==> config.mk <==
export PLATFORM = sky130hd
export DESIGN_NAME = microwave_timer_ctrl
export DESIGN_NICKNAME = d
export VERILOG_FILES = /design/src/rtl/microwave_timer_pkg.sv /design/src/rtl/button_sync_edge.sv /design/src/rtl/microwave_timer_ctrl.sv
export SDC_FILE = /design/constraint.sdc
export NUM_CORES = 1
export LEC_CHECK = 0
export CORE_MARGIN = 1.5
export CORE_UTILIZATION = 52
export CTS_BUF_LIST = sky130_fd_sc_hd__clkbuf_4
export CTS_CLUSTER_SIZE = 28
export DETAILED_ROUTE_END_ITERATION = 16
export PLACE_DENSITY = 0.84
export SYNTH_ARGS = -nofsm -noshare
export SYNTH_HDL_FRONTEND = slang
export SYNTH_SLANG_ARGS = --single-unit
==> constraint.sdc <==
create_clock -name clock -period 2.7 [get_ports clock]
set_clock_uncertainty 0.1 [all_clocks]
set_input_delay 0.675 -clock clock [delete_from_list [all_inputs] [get_ports clock]]
set_output_delay 0.675 -clock clock [all_outputs]
set_load 0.01 [all_outputs]
==> src/rtl/microwave_timer_pkg.sv <==
// -----------------------------------------------------------------------------
// microwave_timer_pkg
//   Shared types and constants for the microwave timer controller.
//   - state_t    : controller FSM encoding (also exported on the debug port)
//   - BCD_W      : width of one BCD digit
//   - TIME_W     : width of the {min, sec_tens, sec_ones} time word
//   - QUICK_ADD  : 0:30, loaded or added by the quick-start feature
//   - MAX_TIME   : 9:59, the largest time the counter chain can hold
//   - bcd_dec    : one-second decrement of a time word (mod-6 tens digit)
//   - bcd_add_sat: time-word addition, saturating at MAX_TIME
// -----------------------------------------------------------------------------
package microwave_timer_pkg;

    localparam int BCD_W  = 4;
    localparam int TIME_W = 3 * BCD_W;

    typedef enum logic [2:0] {
        ST_IDLE   = 3'd0,
        ST_LOAD   = 3'd1,
        ST_RUN    = 3'd2,
        ST_PAUSE  = 3'd3,
        ST_DONE   = 3'd4,
        ST_CANCEL = 3'd5
    } state_t;

    localparam logic [TIME_W-1:0] QUICK_ADD = {4'd0, 4'd3, 4'd0};
    localparam logic [TIME_W-1:0] MAX_TIME  = {4'd9, 4'd5, 4'd9};

    // Decrement by one second; zero stays at zero (the chain never wraps).
    function automatic logic [TIME_W-1:0] bcd_dec(input logic [TIME_W-1:0] t);
        logic [3:0] m;
        logic [3:0] s10;
        logic [3:0] s1;
        m   = t[11:8];
        s10 = t[7:4];
        s1  = t[3:0];
        if (t == '0) begin
            return '0;
        end
        if (s1 != 4'd0) begin
            s1 = s1 - 4'd1;
        end else begin
            s1 = 4'd9;
            if (s10 != 4'd0) begin
                s10 = s10 - 4'd1;
            end else begin
                s10 = 4'd5;
                m   = m - 4'd1;
            end
        end
        return {m, s10, s1};
    endfunction

    // Digit-wise BCD add with a mod-6 tens digit; clamps to 9:59 on overflow.
    function automatic logic [TIME_W-1:0] bcd_add_sat(input logic [TIME_W-1:0] a,
                                                      input logic [TIME_W-1:0] b);
        logic [4:0] s1;
        logic [4:0] s10;
        logic [4:0] m;
        s1  = {1'b0, a[3:0]}  + {1'b0, b[3:0]};
        s10 = {1'b0, a[7:4]}  + {1'b0, b[7:4]};
        m   = {1'b0, a[11:8]} + {1'b0, b[11:8]};
        if (s1 > 5'd9) begin
            s1  = s1 - 5'd10;
            s10 = s10 + 5'd1;
        end
        if (s10 > 5'd5) begin
            s10 = s10 - 5'd6;
            m   = m + 5'd1;
        end
        if (m > 5'd9) begin
            return MAX_TIME;
        end
        return {m[3:0], s10[3:0], s1[3:0]};
    endfunction

endpackage

==> src/rtl/button_sync_edge.sv <==
// -----------------------------------------------------------------------------
// button_sync_edge
//   Synchronises an asynchronous active-low pushbutton and emits a one-clock
//   pulse on its press (falling edge). Press-to-pulse-acted-on latency is
//   STAGES+1 clocks. STAGES must be at least 2.
// Ports
//   clock  : system clock
//   clear  : asynchronous active-low reset
//   btn_n  : raw active-low button
//   fall_p : one-cycle pulse, high the cycle after the synchronised press
// -----------------------------------------------------------------------------
module button_sync_edge #(
    parameter int STAGES = 2
) (
    input  logic clock,
    input  logic clear,
    input  logic btn_n,
    output logic fall_p
);

    logic [STAGES-1:0] sync_q;
    logic              prev_q;

    // NOTE: reset the synchroniser to the released (high) level, otherwise the
    // first clock after reset would look like a press.
    always_ff @(posedge clock or negedge clear) begin
        if (!clear) begin
            sync_q <= '1;
            prev_q <= 1'b1;
        end else begin
            // NOTE: non-blocking assignments so every flop samples the
            // pre-edge value and the chain shifts by exactly one stage.
            sync_q <= {sync_q[STAGES-2:0], btn_n};
            prev_q <= sync_q[STAGES-1];
        end
    end

    assign fall_p = prev_q & ~sync_q[STAGES-1];

endmodule

==> src/rtl/microwave_timer_ctrl.sv <==
// -----------------------------------------------------------------------------
// microwave_timer_ctrl
//   Sequencer for the external cascaded BCD down-counter chain
//   {min, sec_tens (mod 6), sec_ones}. Collects keypad digits, loads them into
//   the chain, gates the 1 Hz decrement, handles start/stop/door and drives the
//   magnetron enable and the end-of-cook indicator.
// Optional feature: QUICK_START_EN (macro). When defined, start with an empty
//   entry loads 0:30, and start while running adds 30 s (saturating at 9:59),
//   skipping the next tick. The controller mirrors the running count for this.
//   The quick-start path assumes NDIGITS = 3.
// Ports
//   clock       : system clock, all state on posedge
//   clear       : asynchronous active-low reset
//   tick        : 1 Hz strobe, one clock wide
//   startn      : start button, active-low, asynchronous
//   stopn       : stop/cancel button, active-low, asynchronous
//   door_closed : 1 = door closed
//   key_valid   : key_digit valid strobe
//   key_digit   : BCD keypad digit
//   timer_zero  : AND of all counter zero flags
//   load_data   : digits to the counters {min, sec_tens, sec_ones}
//   loadn       : active-low one-cycle load strobe
//   count_en    : decrement enable to the chain
//   mag_on      : magnetron enable
//   done        : end-of-cook indicator
//   state       : current FSM state
// -----------------------------------------------------------------------------
module microwave_timer_ctrl
    import microwave_timer_pkg::*;
#(
    parameter int NDIGITS     = 3,
    parameter int DONE_HOLD   = 3,
    parameter int SYNC_STAGES = 2
) (
    input  logic                       clock,
    input  logic                       clear,
    input  logic                       tick,
    input  logic                       startn,
    input  logic                       stopn,
    input  logic                       door_closed,
    input  logic                       key_valid,
    input  logic [BCD_W-1:0]           key_digit,
    input  logic                       timer_zero,
    output logic [BCD_W*NDIGITS-1:0]   load_data,
    output logic                       loadn,
    output logic                       count_en,
    output logic                       mag_on,
    output logic                       done,
    output logic [2:0]                 state
);

    localparam int DATA_W = BCD_W * NDIGITS;
    localparam int HOLD_W = (DONE_HOLD > 1) ? $clog2(DONE_HOLD) : 1;

    state_t              cur_state;
    state_t              nxt_state;
    logic [DATA_W-1:0]   data_nxt;
    logic [DATA_W-1:0]   key_shift;
    logic [HOLD_W-1:0]   hold_q;
    logic [HOLD_W-1:0]   hold_nxt;
    logic                start_p;
    logic                stop_p;
    logic                pause_req;

`ifdef QUICK_START_EN
    logic [DATA_W-1:0]   mirror_q;
    logic [DATA_W-1:0]   mirror_nxt;
    logic                skip_q;
    logic                skip_nxt;
`endif

    assign state = cur_state;

    button_sync_edge #(.STAGES(SYNC_STAGES)) u_start_sync (
        .clock  (clock),
        .clear  (clear),
        .btn_n  (startn),
        .fall_p (start_p)
    );

    button_sync_edge #(.STAGES(SYNC_STAGES)) u_stop_sync (
        .clock  (clock),
        .clear  (clear),
        .btn_n  (stopn),
        .fall_p (stop_p)
    );

    // Shift the new digit in from the right; the digit moving into the
    // sec_tens slot is clamped to 5 so the entry is always a valid time.
    always_comb begin
        key_shift = {load_data[DATA_W-BCD_W-1:0], key_digit};
        if (key_shift[2*BCD_W-1:BCD_W] > 4'd5) begin
            key_shift[2*BCD_W-1:BCD_W] = 4'd5;
        end
    end

    // Stop wins over door and start; door opening pauses just like stop.
    assign pause_req = stop_p | ~door_closed;

    // ---------------- state register ----------------
    always_ff @(posedge clock or negedge clear) begin
        if (!clear) begin
            cur_state <= ST_IDLE;
        end else begin
            cur_state <= nxt_state;
        end
    end

    // ---------------- next state / datapath next ----------------
    always_comb begin
        // NOTE: every variable assigned here gets a default first, so no
        // path through the case can leave one unassigned and infer a latch.
        nxt_state = cur_state;
        data_nxt  = load_data;
        hold_nxt  = '0;
`ifdef QUICK_START_EN
        mirror_nxt = mirror_q;
        skip_nxt   = skip_q;
`endif
        unique case (cur_state)
            ST_IDLE: begin
                if (stop_p) begin
                    nxt_state = ST_CANCEL;
                    data_nxt  = '0;
                end else if (start_p && door_closed && load_data != '0) begin
                    nxt_state = ST_LOAD;
`ifdef QUICK_START_EN
                    mirror_nxt = load_data;
                    skip_nxt   = 1'b0;
                end else if (start_p && door_closed) begin
                    nxt_state  = ST_LOAD;
                    data_nxt   = QUICK_ADD;
                    mirror_nxt = QUICK_ADD;
                    skip_nxt   = 1'b0;
`endif
                end else if (key_valid && key_digit <= 4'd9) begin
                    data_nxt = key_shift;
                end
            end
            ST_LOAD: begin
                nxt_state = ST_RUN;
            end
            ST_RUN: begin
`ifdef QUICK_START_EN
                if (count_en) begin
                    mirror_nxt = bcd_dec(mirror_q);
                end
                if (tick) begin
                    skip_nxt = 1'b0;
                end
`endif
                if (pause_req) begin
                    nxt_state = ST_PAUSE;
                end else if (timer_zero) begin
                    nxt_state = ST_DONE;
`ifdef QUICK_START_EN
                end else if (start_p) begin
                    nxt_state  = ST_LOAD;
                    data_nxt   = bcd_add_sat(mirror_q, QUICK_ADD);
                    mirror_nxt = bcd_add_sat(mirror_q, QUICK_ADD);
                    skip_nxt   = 1'b1;
`endif
                end
            end
            ST_PAUSE: begin
                if (stop_p) begin
                    nxt_state = ST_CANCEL;
                    data_nxt  = '0;
                end else if (start_p && door_closed) begin
                    nxt_state = ST_RUN;
                end
            end
            ST_DONE: begin
                hold_nxt = hold_q;
                if (stop_p) begin
                    nxt_state = ST_IDLE;
                end else if (tick) begin
                    if (hold_q == HOLD_W'(DONE_HOLD - 1)) begin
                        nxt_state = ST_IDLE;
                    end else begin
                        hold_nxt = hold_q + 1'b1;
                    end
                end
            end
            ST_CANCEL: begin
                nxt_state = ST_IDLE;
            end
            default: begin
                nxt_state = ST_IDLE;
            end
        endcase
    end

    // ---------------- datapath registers ----------------
    always_ff @(posedge clock or negedge clear) begin
        if (!clear) begin
            load_data <= '0;
            hold_q    <= '0;
`ifdef QUICK_START_EN
            mirror_q  <= '0;
            skip_q    <= 1'b0;
`endif
        end else begin
            load_data <= data_nxt;
            hold_q    <= hold_nxt;
`ifdef QUICK_START_EN
            mirror_q  <= mirror_nxt;
            skip_q    <= skip_nxt;
`endif
        end
    end

    // ---------------- outputs ----------------
    // All outputs decode the registered state, so an asynchronous clear
    // forces them to their idle values without waiting for a clock.
    always_comb begin
        loadn    = 1'b1;
        count_en = 1'b0;
        mag_on   = 1'b0;
        done     = 1'b0;
        unique case (cur_state)
            ST_LOAD, ST_CANCEL: begin
                loadn = 1'b0;
            end
            ST_RUN: begin
                mag_on = 1'b1;
                // Suppressed in the cycle a pause is requested and at zero.
`ifdef QUICK_START_EN
                count_en = tick & ~timer_zero & ~stop_p & door_closed & ~skip_q;
`else
                count_en = tick & ~timer_zero & ~stop_p & door_closed;
`endif
            end
            ST_DONE: begin
                done = 1'b1;
            end
            default: begin
            end
        endcase
    end

endmodule

==> run metrics <==
htree depth=1; FF+latch count, synth=23; routed wire length per instance=approximately 14 µm; predominant post-synthesis flop cell=dfrtp_1; run status=completed; sequential share of power=0.420; CP top delay family=buffers and inverters; switching portion of total power=0.3678; area growth from synthesis to layout=35.71%; GRT Overall Usage=0.2176; clock slew at reported path FFs=0.12 ns; first-pass GRT wire length=between 4 and 5 mm; EDFF count, synth=0; num ports=31; Relative slew margins=0.7516; top-area cell type share of the netlist area=0.3917; number of failing setup endpoints in the final timing report=0; required time at the worst-slack endpoint=1.92 ns; global route total overflow=0; standard cell core area=around 2000 µm²; adder-cell share of the synthesized area=0.01152; maximum fanout along the worst path=2; Max IR drop VDD=approximately 600 µV; final core occ=0.7513; time the worst path needs with I/O delays and setup=2.472 ns; Fillers=144; part of the Yosys area used for sequential elements=0.5369; delay of the slowest cell on the worst path=approximately 0.48 ns; post-synthesis instance area=approximately 1100 µm²; largest net degree at the start of global routing=24; final-stage net count=between 150 and 200; critical path buffer and inverter count=2; setup repair after global routing missed its margin=no; share of synthesized registers carrying an async set or reset=1.000; Critical Path Start=door_closed; Gate power share=0.463; biggest area consumer among synthesized cells=dfrtp_1; Placement Rows=16; final clock period utilization by the worst path=0.9155; clock tree from TritonCTS=done; deepest clock path buffer count=2; Worst Path Arrival=about 1.7 ns; slew at the pin closest to its max-slew limit=0.3726 ns; number of nets in the synthesized netlist=between 100 and 150; Worst Hold Margin=approximately 0.26 ns; Critical Path Sink Type=output port; R2R Path Start=u_stop_sync.prev_q; Avg Inst Size Synth=~11 µm²; pins over their slew limit=0; CTS Buf Count=3; Die X-Extent=roughly 49 µm; library cell contributing the largest single delay on the critical path=clkdlybuf4s50_1; Detail Route Antenna Nets=0; Final Hold Vio Count=0; YS warnings=0; initial antenna violation count=0; post-detailed-placement half-perimeter wirelength=between 1.5 and 2 mm; synthesized-area fraction occupied by and/or/nand/nor cells=0.1820; leading cell types by total area after synthesis=dfrtp_1, dfstp_2, mux2i_1; critical path, cell by cell=clkdlybuf4s50_1 > nand3_1 > nor3b_1 > dlygate4sd2_1; 1st-pass router iterations=4; power spent charging and discharging nets=0.5115 mW; number of diodes added for antenna fixing=0; Maximum Capacitance Violations=0; combinational family with the most area after synthesis=simple AND/OR/NAND/NOR gates; wire length after detailed routing=between 2 and 2.5 mm; Cell Count Post-Placement=roughly 160; Internal Pwr Total=0.8793 mW; routed vias/inst=just over 5; number of clock sinks=23; clock group share of total power=0.117; fraction of final layout cells sized beyond drive strength 1=0.1655; clock insertion delay at the later pin of the skew report=0.30 ns; number of DRC violations after detailed routing=0; Crit Path Category=input port to output port; leakage component of the power=around 0.63 nW; count of placed standard cells in the final layout, fillers left out=roughly 170; start point of the worst min-delay path=u_start_sync.sync_q[0]; vias after detailed routing=859; distinct cell type count of the synthesized netlist=32; final weighted congestion in routability-driven placement=between 0.7 and 0.8; fraction of the mapped netlist area in compound gates=0.09101; Startpoint Class=input port; clock root buffer=clkbuf_4; max frequency=404.5 MHz; area enclosed by the die boundary=2372 µm²; Hold WC Path Type=flip-flop to flip-flop; Initial Utilization=0.5536; post-cts hold buffer count=0; number of violations reported at the end of detailed-routing iteration 0=21; PortBufs=30; total power consumption of the routed design=approximately 1.4 mW; xor/xnor cell area share of the yosys netlist=0.008065; accumulated negative setup slack=0 ns; cell area power density=~940 nW/µm²; die boundary height=48.70 µm; post-synthesis mux area share=0.1141; number of cells produced by synthesis=102; vias in the first global route=886
==> sequential cells by signal, summed over array words and instances, names as in the netlist <==
| signal | cells |
|---|---|
| hold_q | 2 |
| load_data | 12 |
| state | 3 |
| u_start_sync.prev_q | 1 |
| u_start_sync.sync_q | 2 |
| u_stop_sync.prev_q | 1 |
| u_stop_sync.sync_q | 2 |
==> routing by layer <==
metal	vias to the layer above	global-route usage	part of all wire
met4	0	0.05238	0.0043
met2	26	0.3767	0.49
met1	409	0.2789	0.47
li1	422	-	-
met3	2	0.04630	0.038
met5	-	0	0
==> through the flow <==
step | setup slack (ns) | area [µm²]
2_1_floorplan | 0.6398 | 1086
3_3_place_gp | -0.03780 | 1445
3_5_place_dp | -0.08072 | 1445
4_1_cts | 0.2066 | 1474
5_1_grt | 0.08106 | 1474
6_report | 0.2281 | 1474
==> cells by family after synthesis <==
group	count (synthesis)
AO/OA/AOI/OAI	15
buffers and inverters	14
multiplexers	12
flip-flops	23
adder cells (fa/ha/maj)	1
AND/OR/NAND/NOR	36
XOR/XNOR	1
==> synthesized netlist by cell type, drive strengths merged (2+ instances only) <==
cell	count
dfstp	6
mux2	3
a21oi	4
mux2i	9
inv	11
nor2b	2
nand2b	3
a31oi	2
nor4	4
nor2	4
dfrtp	17
nand2	13
nand3	3
nor3	2
clkbuf	2
o21ai	4
==> power by group through the flow <==
stage / Combinational [mW] / Clock, mW / Sequential (mW)
3_3_place_gp: 0.628 / 0 / 0.578
5_1_grt: 0.701 / 0.182 / 0.601
4_1_cts: 0.649 / 0.167 / 0.580
3_5_place_dp: 0.648 / 0 / 0.586
6_report: 0.645 / 0.163 / 0.583
2_1_floorplan: 0.300 / 0 / 0.600
==> cell usage in the layout (no fill, tap or decap) <==
master           count
clkdlybuf4s50_1     29
dfrtp_1             17
nand2_1             13
inv_1               11
mux2i_1              9
buf_4                6
dfstp_2              6
nor2_1               4
a21oi_1              4
clkbuf_4             4
nand2b_1             3
nand3_1              3
o21ai_0              3
mux2_2               3
a31oi_1              2
nor4_2               2
nor4_1               2
nor2b_1              2
nor3_1               2
nor3b_1              1
and3b_1              1
and4b_1              1
o21bai_1             1
a311oi_2             1
o21a_1               1
nand3b_1             1
xnor2_1              1
a211oi_1             1
a211o_1              1
o21ai_1              1
or2_2                1
ha_1                 1
dlygate4sd2_1        1
==> path summary, 6_finish.rpt <==
check	slack, ns	endpoint	depth (start not counted)
worst max-delay path	0.23	count_en	4
worst min-delay path	0.26	u_start_sync.sync_q[1]	0
worst max register to register	0.76	load_data[11]	5
worst min register to register	0.26	u_start_sync.sync_q[1]	0
max in group asynchronous	1.60	u_stop_sync.sync_q[0]	2
min in group asynchronous	0.62	load_data[9]	2
==> area by class of cell <==
cell class / instances / area [µm²] / area share
flip-flops and latches: 23 / 583.1 / 0.3956
multi-input cells: 65 / 441.7 / 0.2997
repair buffers: 36 / 344.1 / 0.2334
inverters: 11 / 41.29 / 0.02801
well taps: 27 / 33.78 / 0.02292
clock buffers: 4 / 30.03 / 0.02037
==> what timing repair did <==
| item | in CTS | in global routing |
|---|---|---|
| setup endpoints to repair | 1 | 0 |
| setup buffers | 0 | 0 |
| resized for setup | 1 | 0 |
==> worst reg2reg max path, stage by stage (launching register included) <==
cell and delay, ns:
dfstp_2 0.56, nor2b_1 0.29, a21oi_1 0.09, a311oi_2 0.39, buf_4 0.25, mux2i_1 0.20
(Power assumes the default switching activity.)
